--- src/rtl/bcd_disp_pkg.sv ---
// Shared constants for the BCD display scanner: digit count and
// active-high 7-segment patterns, bit order {g,f,e,d,c,b,a}.
package bcd_disp_pkg;

    localparam int NUM_DIGITS = 4;

    localparam logic [6:0] SEG_0    = 7'h3F;
    localparam logic [6:0] SEG_1    = 7'h06;
    localparam logic [6:0] SEG_2    = 7'h5B;
    localparam logic [6:0] SEG_3    = 7'h4F;
    localparam logic [6:0] SEG_4    = 7'h66;
    localparam logic [6:0] SEG_5    = 7'h6D;
    localparam logic [6:0] SEG_6    = 7'h7D;
    localparam logic [6:0] SEG_7    = 7'h07;
    localparam logic [6:0] SEG_8    = 7'h7F;
    localparam logic [6:0] SEG_9    = 7'h6F;
    localparam logic [6:0] SEG_DASH = 7'h40;
    localparam logic [6:0] SEG_OFF  = 7'h00;

endpackage

--- src/rtl/bcd_to_7seg.sv ---
// Combinational BCD to active-high 7-segment decoder.
// Non-decimal codes (10..15) show a dash so bad input is visible.
module bcd_to_7seg
    import bcd_disp_pkg::*;
(
    input  logic [3:0] i_bcd,
    output logic [6:0] o_seg
);

    // Table lookup; anything above 9 falls through to the dash.
    always_comb begin
        o_seg = SEG_DASH;
        case (i_bcd)
            4'd0:    o_seg = SEG_0;
            4'd1:    o_seg = SEG_1;
            4'd2:    o_seg = SEG_2;
            4'd3:    o_seg = SEG_3;
            4'd4:    o_seg = SEG_4;
            4'd5:    o_seg = SEG_5;
            4'd6:    o_seg = SEG_6;
            4'd7:    o_seg = SEG_7;
            4'd8:    o_seg = SEG_8;
            4'd9:    o_seg = SEG_9;
            default: o_seg = SEG_DASH;
        endcase
    end

endmodule

--- src/rtl/bcd_display_scanner.sv ---
// Four-digit multiplexed 7-segment driver. Snapshots the BCD digits once
// per frame, scans digits 0..3 with an anode-off guard at the start of
// each slot, and optionally blanks leading zeros.
module bcd_display_scanner
    import bcd_disp_pkg::*;
#(
    parameter int SCAN_DIV       = 50000,
    parameter int BLANK_CYCLES   = 500,
    parameter bit SEG_ACTIVE_LOW = 1'b1,
    parameter bit AN_ACTIVE_LOW  = 1'b1
) (
    input  logic       i_clk,
    input  logic       i_rst_n,
    input  logic       i_enable,
    input  logic       i_lzb,
    input  logic [3:0] i_bcd3,
    input  logic [3:0] i_bcd2,
    input  logic [3:0] i_bcd1,
    input  logic [3:0] i_bcd0,
    output logic [6:0] o_seg,
    output logic       o_dp,
    output logic [3:0] o_an,
    output logic       o_frame_tick
);

    localparam int                CNT_W    = ($clog2(SCAN_DIV) < 1) ? 1 : $clog2(SCAN_DIV);
    localparam logic [CNT_W-1:0]  CNT_LAST = CNT_W'(SCAN_DIV - 1);
    localparam logic [6:0]        SEG_DARK = SEG_ACTIVE_LOW ? ~SEG_OFF : SEG_OFF;
    localparam logic [3:0]        AN_DARK  = AN_ACTIVE_LOW ? 4'hF : 4'h0;
    localparam logic              DP_DARK  = SEG_ACTIVE_LOW;

    // Apply segment polarity to an active-high pattern.
    function automatic logic [6:0] seg_pins(input logic [6:0] seg_hi);
        return SEG_ACTIVE_LOW ? ~seg_hi : seg_hi;
    endfunction

    // Anode pins selecting exactly one digit.
    function automatic logic [3:0] an_pins(input logic [1:0] idx);
        logic [3:0] onehot;
        onehot = 4'b0001 << idx;
        return AN_ACTIVE_LOW ? ~onehot : onehot;
    endfunction

    logic [CNT_W-1:0] r_cnt;
    logic [1:0]       r_idx;
    logic             r_active;
    logic [3:0]       r_snap [NUM_DIGITS];
    logic [6:0]       r_seg;
    logic [3:0]       r_an;
    logic             r_dp;
    logic             r_tick;

    logic             w_frame_start;
    logic             w_guard;
    logic [3:0]       w_lz;
    logic             w_digit_blank;
    logic [6:0]       w_seg_hi;

    // A frame begins on the first running edge or when the scan wraps past digit 3.
    assign w_frame_start = i_enable & (~r_active | ((r_cnt == CNT_LAST) & (r_idx == 2'd3)));
    assign w_guard       = int'(r_cnt) < BLANK_CYCLES;

    // Leading-zero chain: a digit is blankable when it and every higher digit are zero.
    assign w_lz[3]       = (r_snap[3] == 4'd0);
    assign w_lz[2]       = w_lz[3] & (r_snap[2] == 4'd0);
    assign w_lz[1]       = w_lz[2] & (r_snap[1] == 4'd0);
    assign w_lz[0]       = 1'b0;
    assign w_digit_blank = i_lzb & w_lz[r_idx];

    bcd_to_7seg u_dec (
        .i_bcd (r_snap[r_idx]),
        .o_seg (w_seg_hi)
    );

    // Slot counter and digit index; the first running edge parks at (0,0).
    always_ff @(posedge i_clk) begin
        if (!i_rst_n || !i_enable) begin
            r_cnt    <= '0;
            r_idx    <= 2'd0;
            r_active <= 1'b0;
        end else if (!r_active) begin
            r_active <= 1'b1;
        end else if (r_cnt == CNT_LAST) begin
            r_cnt <= '0;
            r_idx <= r_idx + 2'd1;
        end else begin
            r_cnt <= r_cnt + CNT_W'(1);
        end
    end

    // Frame snapshot of the BCD inputs; held while disabled.
    always_ff @(posedge i_clk) begin
        if (!i_rst_n) begin
            for (int i = 0; i < NUM_DIGITS; i++) r_snap[i] <= 4'd0;
        end else if (w_frame_start) begin
            r_snap[3] <= i_bcd3;
            r_snap[2] <= i_bcd2;
            r_snap[1] <= i_bcd1;
            r_snap[0] <= i_bcd0;
        end
    end

    // Registered display outputs, one cycle behind the (idx,cnt) state.
    always_ff @(posedge i_clk) begin
        if (!i_rst_n || !i_enable || !r_active) begin
            r_seg  <= SEG_DARK;
            r_an   <= AN_DARK;
            r_dp   <= DP_DARK;
            r_tick <= 1'b0;
        end else begin
            r_dp   <= DP_DARK;
            r_tick <= (r_idx == 2'd0) && (r_cnt == '0);
            if (w_guard) begin
                r_seg <= SEG_DARK;
                r_an  <= AN_DARK;
            end else begin
                r_an  <= an_pins(r_idx);
                r_seg <= w_digit_blank ? SEG_DARK : seg_pins(w_seg_hi);
            end
        end
    end

    assign o_seg        = r_seg;
    assign o_an         = r_an;
    assign o_dp         = r_dp;
    assign o_frame_tick = r_tick;

endmodule

--- config.mk ---
export PLATFORM = sky130hd
export DESIGN_NAME = bcd_display_scanner
export DESIGN_NICKNAME = d
export VERILOG_FILES = /design/src/rtl/bcd_disp_pkg.sv /design/src/rtl/bcd_to_7seg.sv /design/src/rtl/bcd_display_scanner.sv
export SDC_FILE = /design/constraint.sdc
export NUM_CORES = 1
export LEC_CHECK = 0
export ABC_AREA = 1
export CORE_UTILIZATION = 59
export CTS_CLUSTER_SIZE = 12
export DETAILED_ROUTE_END_ITERATION = 10
export PLACE_DENSITY_LB_ADDON = 0.3
export SYNTH_ARGS = -nofsm -noshare
export SYNTH_HDL_FRONTEND = slang
export SYNTH_HIERARCHICAL = 1
export SYNTH_SLANG_ARGS = --single-unit
--- constraint.sdc ---
create_clock -name i_clk -period 3.1 [get_ports i_clk]
set_clock_uncertainty 0.2 [all_clocks]
set_input_delay 0.62 -clock i_clk [delete_from_list [all_inputs] [get_ports i_clk]]
set_output_delay 0.62 -clock i_clk [all_outputs]
set_load 0.02 [all_outputs]
==> results.cfg, run 1 <==
[floorplanning]
die_area_mm2 = 0.004560
placementRows = 23
pin_count = 33
die_w_um = 67.53
start_util_pct = 62.44
core_mm2 = 0.004058
die_h_um = 67.53

[cts]
post_cts_buffers = 0
cts_tree = built
cts_buffers = 5
cts_sinks = 49
htreeDepth = 2
worstSkewPairLatency_ns = 0.29
hold_buffers = 0
cts_resized = 0
clk_pin_slew_ns = 0.08
clockBufferDepth = 2
cts-root-buf = clkbuf_8

[setup_path]
rrSetupSlack_ns = 0.80
crit_top_cell = nand2_1
crit_fanout = 10
crit_type = reg -> reg
slowest_delay_ns = 0.44
crit_required_ns = 3.07
arrival_ns = 2.28
cpMaxStageDelayCell = dfxtp_1
crit_chain = clkinv_1 > a21oi_1 > o21ai_0 > o21ai_0 > inv_1 > ha_1 > nand2_1 > nand2_1 > nand2_1 > nand2_1 > nand3_1
cp-start-kind = flip-flop
reg2regPathDepth = 11
crit_path_end_kind = flip-flop
reg2reg_to = o_seg[3]$_SDFF_PP1_

[yosys]
ys_warn_count = 6
async_flop_share_pct = 0
synth_cell_types = 32
synthFlopType = dfxtp_1
synth_area_per_cell_um2 = 7.943
ys_seq_area_share_pct = 45.04
syn_nets = 351
syn_area_mm2 = 0.002534
syn-instance-count = 319
synth_seq_cells = 49
synth-edff-count = 16

[power]
p_leak_nw = 1.247
power_density_mw_per_mm2 = 387.6
peakVddDrop_mv = 0.3095

[detailed_routing]
drt-total-wl_mm = 4.571
vias = 2011
wl_per_cell_um = 11.29
drt_iter0_markers = 180
drtPass1Iterations = 4
vias_per_cell = 4.965
drc_errors = 0
drtAntennaViolNets = 0

[flow_run]
drv_cap = 0

[timing]
report.final.slew_viol_count = 0
worstMarginPinSlew_ns = 0.6206
rsz0062_at_grt = no
tns_ns = 0
period_minus_slack_ns = 2.303
period_share_pct = 74.30
hold_viol_final = 0
slew_headroom_pct = 58.53
fmax_ghz = 0.4342
setup_viol = 0

[cells_and_area]
fin_nets = 386
most-common-layout-cells = 68 x nand2_1, 49 x inv_1, 48 x nor2_1
fill_cells = 311
final_common_cell = nand2_1
antenna_cells = 0
drive_gt1_share_pct = 8.451
instances_no_fill = 405
syn_to_final_growth_pct = 16.35

[global_route]
grt_use_total_pct = 22.92
grt_first_pass_wirelength_mm = 7.810
grt_overflow = 0
grt_start_max_net_pins = 17
grt_pass1_vias = 1812
antenna_found_initial = 0

[placed_design]
io_buffers = 31
placed_cells = 397
post-dp-hpwl_mm = 3.514
gp_congestion = 0.9116

[worst_hold_path]
hp-class = reg -> reg
min_from = r_cnt[5]$_SDFFE_PN0P_
holdPathStages = 2
holdPathEnd = r_cnt[5]$_SDFFE_PN0P_

[status]
status = finished clean
power by group:
part | switching (mW) | total (mW) | internal (mW)
logic | 0.0564 | 0.0990 | 0.0426
clock network | 0.199 | 0.357 | 0.158
registers | 0.00893 | 0.687 | 0.678
registers in the layout, summed over array words and instances (netlist names), named ones only:
signal	count
o_seg	7
r_idx	2
r_active	1
o_an	4
r_snap	16
o_frame_tick	1
r_cnt	16
per-stage QoR:
step	utilization [%]	instance area, um2	total power, mW	hold WS [ns]	worst slack (ns)
6_report	72.65	2948	1.143	0.3069	0.7968
2_1_floorplan	-	2534	0.7651	0.2603	1.099
5_1_grt	72.65	2948	1.185	0.3239	0.5212
3_3_place_gp	70.68	2868	0.7977	0.2848	0.8638
3_5_place_dp	70.68	2868	0.8011	0.2891	0.8120
4_1_cts	72.65	2948	1.148	0.3025	0.8072
cell usage after synthesis, drive strengths merged, types with 2 or more instances:
master,n,area share [%]
nand2,73,12
nor2,61,13
inv,52,7.7
dfxtp,33,26
nand3,22,4.7
edfxtp,16,19
o21ai,14,2.8
ha,12,5.9
a21oi,6,1.2
nor3,6,1.2
buf,4,1.8
nand4,3,0.74
nor3b,3,0.89
clkinv,2,0.35
o211ai,2,0.59
o22ai,2,0.49
xor2,2,0.69
area by class of cell:
class                      instances  area, um2  share of cell area [%]
timing repair buffer              32      317.8                   10.78
inverter                          54      203.9                   6.919
clock inverter                     1      3.754                  0.1273
multi-input combinational        212       1142                   38.75
tap                               50      62.56                   2.122
clock buffer                       7      76.32                   2.589
sequential                        49       1141                   38.71
kinds of logic after synthesis:
kind of cell,Yosys count,synth area share (%)
flip-flops,49,45.04
AO/OA/AOI/OAI,26,5.630
other,1,0.1480
AND/OR/NAND/NOR,170,32.35
buffers and inverters,58,9.876
XOR/XNOR,3,1.037
adder cells (fa/ha/maj),12,5.926
how the worst max path moves through the flow:
stage | slack, ns | end
CTS | 0.81 | r_snap[3][1]$_SDFFCE_PN0P_
detailed placement | 0.81 | r_snap[2][2]$_SDFFCE_PN0P_
global placement | 0.86 | r_snap[3][3]$_SDFFCE_PN0P_
global route | 0.52 | o_seg[3]$_SDFF_PP1_
floorplan | 1.10 | o_seg[3]$_SDFF_PP1_
finish | 0.80 | o_seg[3]$_SDFF_PP1_
critical path: cells and delay by family (launching register included):
kind | cells | cell delay (ns)
DFF | 1 | 0.44
adders and majority gates | 1 | 0.32
and+or+nand+nor | 5 | 0.32
AOI/OAI and AO/OA | 3 | 0.47
buffers and inverters | 2 | 0.44
per-layer routing:
| layer | vias up | global-route usage, % | wire (um) |
|---|---|---|---|
| li1 | 1063 | - | - |
| met1 | 887 | 30.24 | 2165 |
| met2 | 52 | 36.76 | 2129 |
| met3 | 9 | 5.405 | 206 |
| met4 | 0 | 7.447 | 69 |
| met5 | - | 0 | 0 |
Note: power is estimated with default switching activity, not from simulation.
==> inputs of run 2 (changes only) <==
--- a/config.mk
+++ b/config.mk
@@ -6,7 +6,7 @@
 export NUM_CORES = 1
 export LEC_CHECK = 0
 export ABC_AREA = 1
-export CORE_UTILIZATION = 59
+export CORE_UTILIZATION = 55
 export CTS_CLUSTER_SIZE = 12
 export DETAILED_ROUTE_END_ITERATION = 10
 export PLACE_DENSITY_LB_ADDON = 0.3
==> constraint.sdc (replaced) <==
create_clock -name i_clk -period 2.2 [get_ports i_clk]
set_clock_uncertainty 0.2 [all_clocks]
set_input_delay 0.44 -clock i_clk [delete_from_list [all_inputs] [get_ports i_clk]]
set_output_delay 0.44 -clock i_clk [all_outputs]
set_load 0.02 [all_outputs]
==> run 2 against run 1 <==
Compared with the run above: sequential share of layout area fell by 1.0 points; sequential cell count did not move; largest cell class unchanged; register-to-register slack got worse by 0.55 ns; sequential power rose by 40%; cell area rose by 2.7%; critical path type unchanged; routed wire length fell by 2.7%.
==> results.cfg, run 2 (synthesized netlist as in run 1, its figures left out) <==
[timing]
hold_viol_final = 0
report.final.slew_viol_count = 0
worstMarginPinSlew_ns = 0.5874
period_minus_slack_ns = 1.952
tns_ns = 0
setup_viol = 0
finalWorstSetupSlack_ns = 0.2479
slew_headroom_pct = 60.43
fmax_ghz = 0.5123
period_share_pct = 88.73
rsz0062_at_grt = no

[cells_and_area]
final_common_cell = nand2_1
syn_to_final_growth_pct = 19.46
instances_no_fill = 412
antenna_cells = 0
fin_nets = 391
most-common-layout-cells = 68 x nand2_1, 49 x inv_1, 48 x nor2_1
drive_gt1_share_pct = 10.28

[setup_path]
crit_type = reg -> reg
crit_required_ns = 2.18
crit_top_cell = nand2_1
crit_chain = buf_4 > o21ai_0 > o22ai_1 > inv_1 > ha_1 > nand2_1 > nand2_1 > nand2_1 > nand2_1 > nand3_1
rrSetupSlack_ns = 0.25
crit_path_end_kind = flip-flop
crit_fanout = 6
reg2regPathDepth = 10
arrival_ns = 1.93
cpMaxStageDelayCell = dfxtp_1
reg2reg_to = o_seg[3]$_SDFF_PP1_
cp-start-kind = flip-flop
slowest_delay_ns = 0.36

[floorplanning]
core_mm2 = 0.004384
die_area_mm2 = 0.004882
die_w_um = 69.87
placementRows = 24
die_h_um = 69.87
pin_count = 33
start_util_pct = 57.79

[cts]
clk_pin_slew_ns = 0.09
htreeDepth = 2
cts_buffers = 5
worstSkewPairLatency_ns = 0.30
cts-root-buf = clkbuf_8
post_cts_buffers = 0
clockBufferDepth = 2
cts_sinks = 49
cts_tree = built

[global_route]
grt_overflow = 0
antenna_found_initial = 0
grt_first_pass_wirelength_mm = 7.797
grt_use_total_pct = 19.89
grt_pass1_vias = 1814
grt_start_max_net_pins = 17

[power]
p_int_mw = 1.358
netSwitchingFraction_pct = 21.91
power_density_mw_per_mm2 = 574.8
clkPwrFrac_pct = 35.8
combPwrFrac_pct = 8.8
p_seq_share_pct = 55.4
p_leak_nw = 1.290
peakVddDrop_mv = 0.3027
switching_power_uw = 381.3

[worst_hold_path]
holdPathStages = 2
min_from = r_cnt[5]$_SDFFE_PN0P_
holdPathEnd = r_cnt[5]$_SDFFE_PN0P_
hp-class = reg -> reg

[detailed_routing]
wl_per_cell_um = 10.79
drt-total-wl_mm = 4.446
vias = 2000
drc_errors = 0
drtAntennaViolNets = 0
drt_iter0_markers = 107
vias_per_cell = 4.854
drtPass1Iterations = 4

[status]
status = finished clean

[placed_design]
post-dp-hpwl_mm = 3.417
io_buffers = 31
placed_cells = 404
place_ws_ns = 0.2111
gp_congestion = 0.8631

[flow_run]
drv_cap = 0
## run 2: how the worst max path moves through the flow
stage | startpoint | to | slack [ns] | cells after the start
after global routing | flip-flop | o_seg[3]$_SDFF_PP1_ | 0.04 | 10
after detailed placement | i_rst_n | r_snap[2][1]$_SDFFCE_PN0P_ | 0.21 | 5
final | flip-flop | o_seg[3]$_SDFF_PP1_ | 0.25 | 10
after CTS | flip-flop | o_seg[3]$_SDFF_PP1_ | 0.22 | 11
after global placement | i_rst_n | r_snap[3][3]$_SDFFCE_PN0P_ | 0.27 | 5
after floorplan | flip-flop | o_seg[3]$_SDFF_PP1_ | 0.20 | 11
## run 2: per-stage QoR
stage	cell area [um2]	util, %	hold slack (ns)	power, mW
2_1_floorplan	2534	-	0.2603	1.078
3_3_place_gp	2920	66.61	0.2841	1.134
3_5_place_dp	2920	66.61	0.2834	1.138
4_1_cts	3027	69.04	0.2977	1.752
5_1_grt	3027	69.04	0.3323	1.806
6_report	3027	69.04	0.3019	1.740
## run 2: worst max-delay path: cells and delay by family, from the launching register on
kind	cells	cell delay, ns
adder cells (fa/ha/maj)	1	0.30
flip-flops	1	0.36
AND/OR/NAND/NOR	5	0.33
buffers and inverters	2	0.30
AO/OA/AOI/OAI	2	0.34
## run 2: power by group through the flow
stage	clock, mW	sequential, mW	combinational, mW
detailed placement	0	0.986	0.152
global placement	0	0.985	0.148
CTS	0.634	0.964	0.154
global route	0.668	0.966	0.171
floorplan	0	0.982	0.0958
finish	0.623	0.964	0.153
## run 2: area by class of cell
type	instances	area, um2
clock buffer	6	72.57
clock inverter	2	33.78
fill	355	1358
inverter	54	203.9
multi-input combinational	212	1142
sequential	49	1141
tap	52	65.06
timing repair buffer	37	367.9
## run 2: per-layer routing
| layer | up-vias | GRT usage, % | routed length [um] |
|---|---|---|---|
| met5 | - | 0 | 0 |
| met4 | 0 | 7.333 | 57 |
| met3 | 6 | 3.030 | 174 |
| met2 | 40 | 30.45 | 1976 |
| met1 | 876 | 28.53 | 2238 |
| li1 | 1078 | - | - |
## run 2: timing repair
item                       4_1_cts  5_1_grt
resized for setup                0        1
setup endpoints to repair        0        1
hold buffers                     0        0
==> inputs of run 3 (changes only) <==
--- a/config.mk
+++ b/config.mk
@@ -6,11 +6,11 @@
 export NUM_CORES = 1
 export LEC_CHECK = 0
 export ABC_AREA = 1
-export CORE_UTILIZATION = 55
+export CORE_UTILIZATION = 54
 export CTS_CLUSTER_SIZE = 12
 export DETAILED_ROUTE_END_ITERATION = 10
 export PLACE_DENSITY_LB_ADDON = 0.3
 export SYNTH_ARGS = -nofsm -noshare
 export SYNTH_HDL_FRONTEND = slang
-export SYNTH_HIERARCHICAL = 1
 export SYNTH_SLANG_ARGS = --single-unit
+export TNS_END_PERCENT = 30
==> run 3 against run 2 <==
Compared with the run above: combinational power shrank 8%; worst hold slack gained 0.0028 ns; count of clock-buffer cells in the layout shrank 1; final cell count shrank 0.97%; synthesized area shrank 2.7%; sequential cell count is the same; sequential power is essentially flat; critical path depth shrank 2; fmax shrank 0.22%; cell area shrank 2.1%; clock power grew 2%; total power is essentially flat; largest cell class is now flip-flops and latches.
==> results.cfg, run 3 <==
[timing]
period_minus_slack_ns = 1.956
setup_viol = 0
timing.hold.ws_ns = 0.3047
period_share_pct = 88.93
hold_viol_final = 0
report.final.slew_viol_count = 0
rsz0062_at_grt = no
tns_ns = 0
fmax_ghz = 0.5111

[flow_run]
drv_cap = 0

[yosys]
synth_area_per_cell_um2 = 7.804
async_flop_share_pct = 0
synth.cells.most_frequent = 76 x nand2_1, 47 x inv_1, 47 x nor2_1, 33 x dfxtp_1, 24 x nand3_1
ys_top_cells_by_area = dfxtp_1 27%, edfxtp_1 19%, nand2_1 12%
synthFlopType = dfxtp_1
syn-instance-count = 316
synth_top_cell_by_area = dfxtp_1
ys_warn_count = 0
synth_top_area_share_pct = 26.79
syn_nets = 347
synth.most_common_cell = nand2_1
synth_cell_types = 32
syn_area_mm2 = 0.002466
synth-edff-count = 16
ys_seq_area_share_pct = 46.27
synth_seq_cells = 49

[detailed_routing]
drt_iter0_markers = 157
drtPass1Iterations = 4
drtAntennaViolNets = 0
drt-total-wl_mm = 4.408
vias_per_cell = 4.875
drc_errors = 0
vias = 1989
wl_per_cell_um = 10.80

[power]
combPwrFrac_pct = 8.0
p_seq_share_pct = 55.5
switching_power_uw = 384.6
clkPwrFrac_pct = 36.4
peakVddDrop_mv = 0.3374
power_density_mw_per_mm2 = 587.2
totalPowerFinal_mw = 1.740
p_int_mw = 1.355
p_leak_nw = 1.275
netSwitchingFraction_pct = 22.11

[cts]
worstSkewPairLatency_ns = 0.30
hold_buffers = 0
clk_pin_slew_ns = 0.08
clockBufferDepth = 2
cts_buffers = 5
post_cts_buffers = 0
cts-root-buf = clkbuf_8
cts_sinks = 49
htreeDepth = 2
cts_tree = built
cts_resized = 0

[global_route]
grt_use_total_pct = 21.17
grt_overflow = 0
antenna_found_initial = 0
grt_start_max_net_pins = 17
grt_pass1_vias = 1907
grt_first_pass_wirelength_mm = 8.238

[setup_path]
crit_type = reg -> reg
crit_fanout = 16
cpMaxStageDelayCell = dfxtp_1
reg2regPathDepth = 8
arrival_ns = 1.76
crit_path_end_kind = flip-flop
slowest_delay_ns = 0.38
cp-start-kind = flip-flop
crit_required_ns = 2.00
crit_chain = ha_1 > nand3_2 > nor2_2 > nand3_2 > nand2_2 > nand2_1 > nand2_1 > buf_4

[cells_and_area]
antenna_cells = 0
drive_gt1_share_pct = 10.39
most-common-layout-cells = 76 x nand2_1, 47 x inv_1, 47 x nor2_1
final_common_cell = nand2_1
syn_to_final_growth_pct = 20.14
fin_nets = 386
fill_cells = 369

[floorplanning]
start_util_pct = 56.25
die_area_mm2 = 0.004841
die_w_um = 69.58
core_mm2 = 0.004384
placementRows = 24
die_h_um = 69.58
pin_count = 33

[placed_design]
gp_congestion = 0.8599
io_buffers = 31
post-dp-hpwl_mm = 3.417

[worst_hold_path]
holdPathStages = 2
hp-class = reg -> reg

[status]
status = finished clean
run 3: cell count changes in the layout (fill, tap and decap cells not counted), moves of 4 or more:
cell	before	now
nor2_4	12	2
nand2_1	68	76
nor2_2	1	13
o21ai_0	14	4
inv_2	4	0
nor3_1	6	1
nand3_1	20	24
run 3: per-stage QoR:
stage | cell area, um2 | setup slack, ns | util, % | std cells
3_3_place_gp | 2845 | 0.2339 | 64.90 | 400
6_report | 2963 | 0.2436 | 67.58 | 408
3_5_place_dp | 2845 | 0.1751 | 64.90 | 400
2_1_floorplan | 2466 | 0.2667 | - | 316
4_1_cts | 2955 | 0.2010 | 67.41 | 408
5_1_grt | 2963 | 0.04990 | 67.58 | 408
run 3: power by group through the flow:
stage	registers, mW	clock network [mW]	logic, mW
floorplan	0.984	0	0.0828
global placement	0.986	0	0.136
detailed placement	0.987	0	0.139
CTS	0.966	0.648	0.140
global route	0.968	0.682	0.160
finish	0.966	0.634	0.140
run 3: kinds of logic (layout without fill, tap and decap cells):
logic type      after synthesis  after routing  synth area share (%)
compound gates               17             17                 3.958
xor+xnor                      5              5                 1.776
fa+ha+maj                    11             11                 5.581
buf+inv                      52             92                 8.676
flops                        49             49                 46.27
other cells                   1              1                0.1521
simple gates                181            181                 33.59
run 3: cell type report:
| class | instances | area (um2) | share of cell area [%] |
|---|---|---|---|
| sequential | 49 | 1141 | 38.51 |
| multi-input combinational | 215 | 1119 | 37.75 |
| timing repair buffer | 36 | 347.8 | 11.74 |
| inverter | 48 | 180.2 | 6.081 |
| clock buffer | 5 | 68.82 | 2.323 |
| tap | 52 | 65.06 | 2.196 |
| clock inverter | 3 | 41.29 | 1.394 |
run 3: worst max-delay path, delay by kind of cell (launching register included):
kind / cells / cell delay, ns
adders and majority gates: 1 / 0.21
buffers and inverters: 1 / 0.23
DFF: 1 / 0.38
and+or+nand+nor: 6 / 0.62
run 3: worst paths after layout:
kind / start / endpoint / slack [ns]
max: r_cnt[0]$_SDFFE_PN0P_ / r_snap[0][3]$_SDFFCE_PN0P_ / 0.24
min: r_cnt[6]$_SDFFE_PN0P_ / r_cnt[6]$_SDFFE_PN0P_ / 0.30
max reg2reg: r_cnt[0]$_SDFFE_PN0P_ / r_snap[0][3]$_SDFFCE_PN0P_ / 0.24
min reg2reg: r_cnt[6]$_SDFFE_PN0P_ / r_cnt[6]$_SDFFE_PN0P_ / 0.30
run 3: metal layers:
layer / part of all wire (%) / routed length (um) / GRT usage [%]
met3: 4.4 / 193 / 4.651
met5: 0 / 0 / 0
met2: 45 / 1983 / 33.33
met4: 2.1 / 91 / 8.617
met1: 49 / 2138 / 28.29
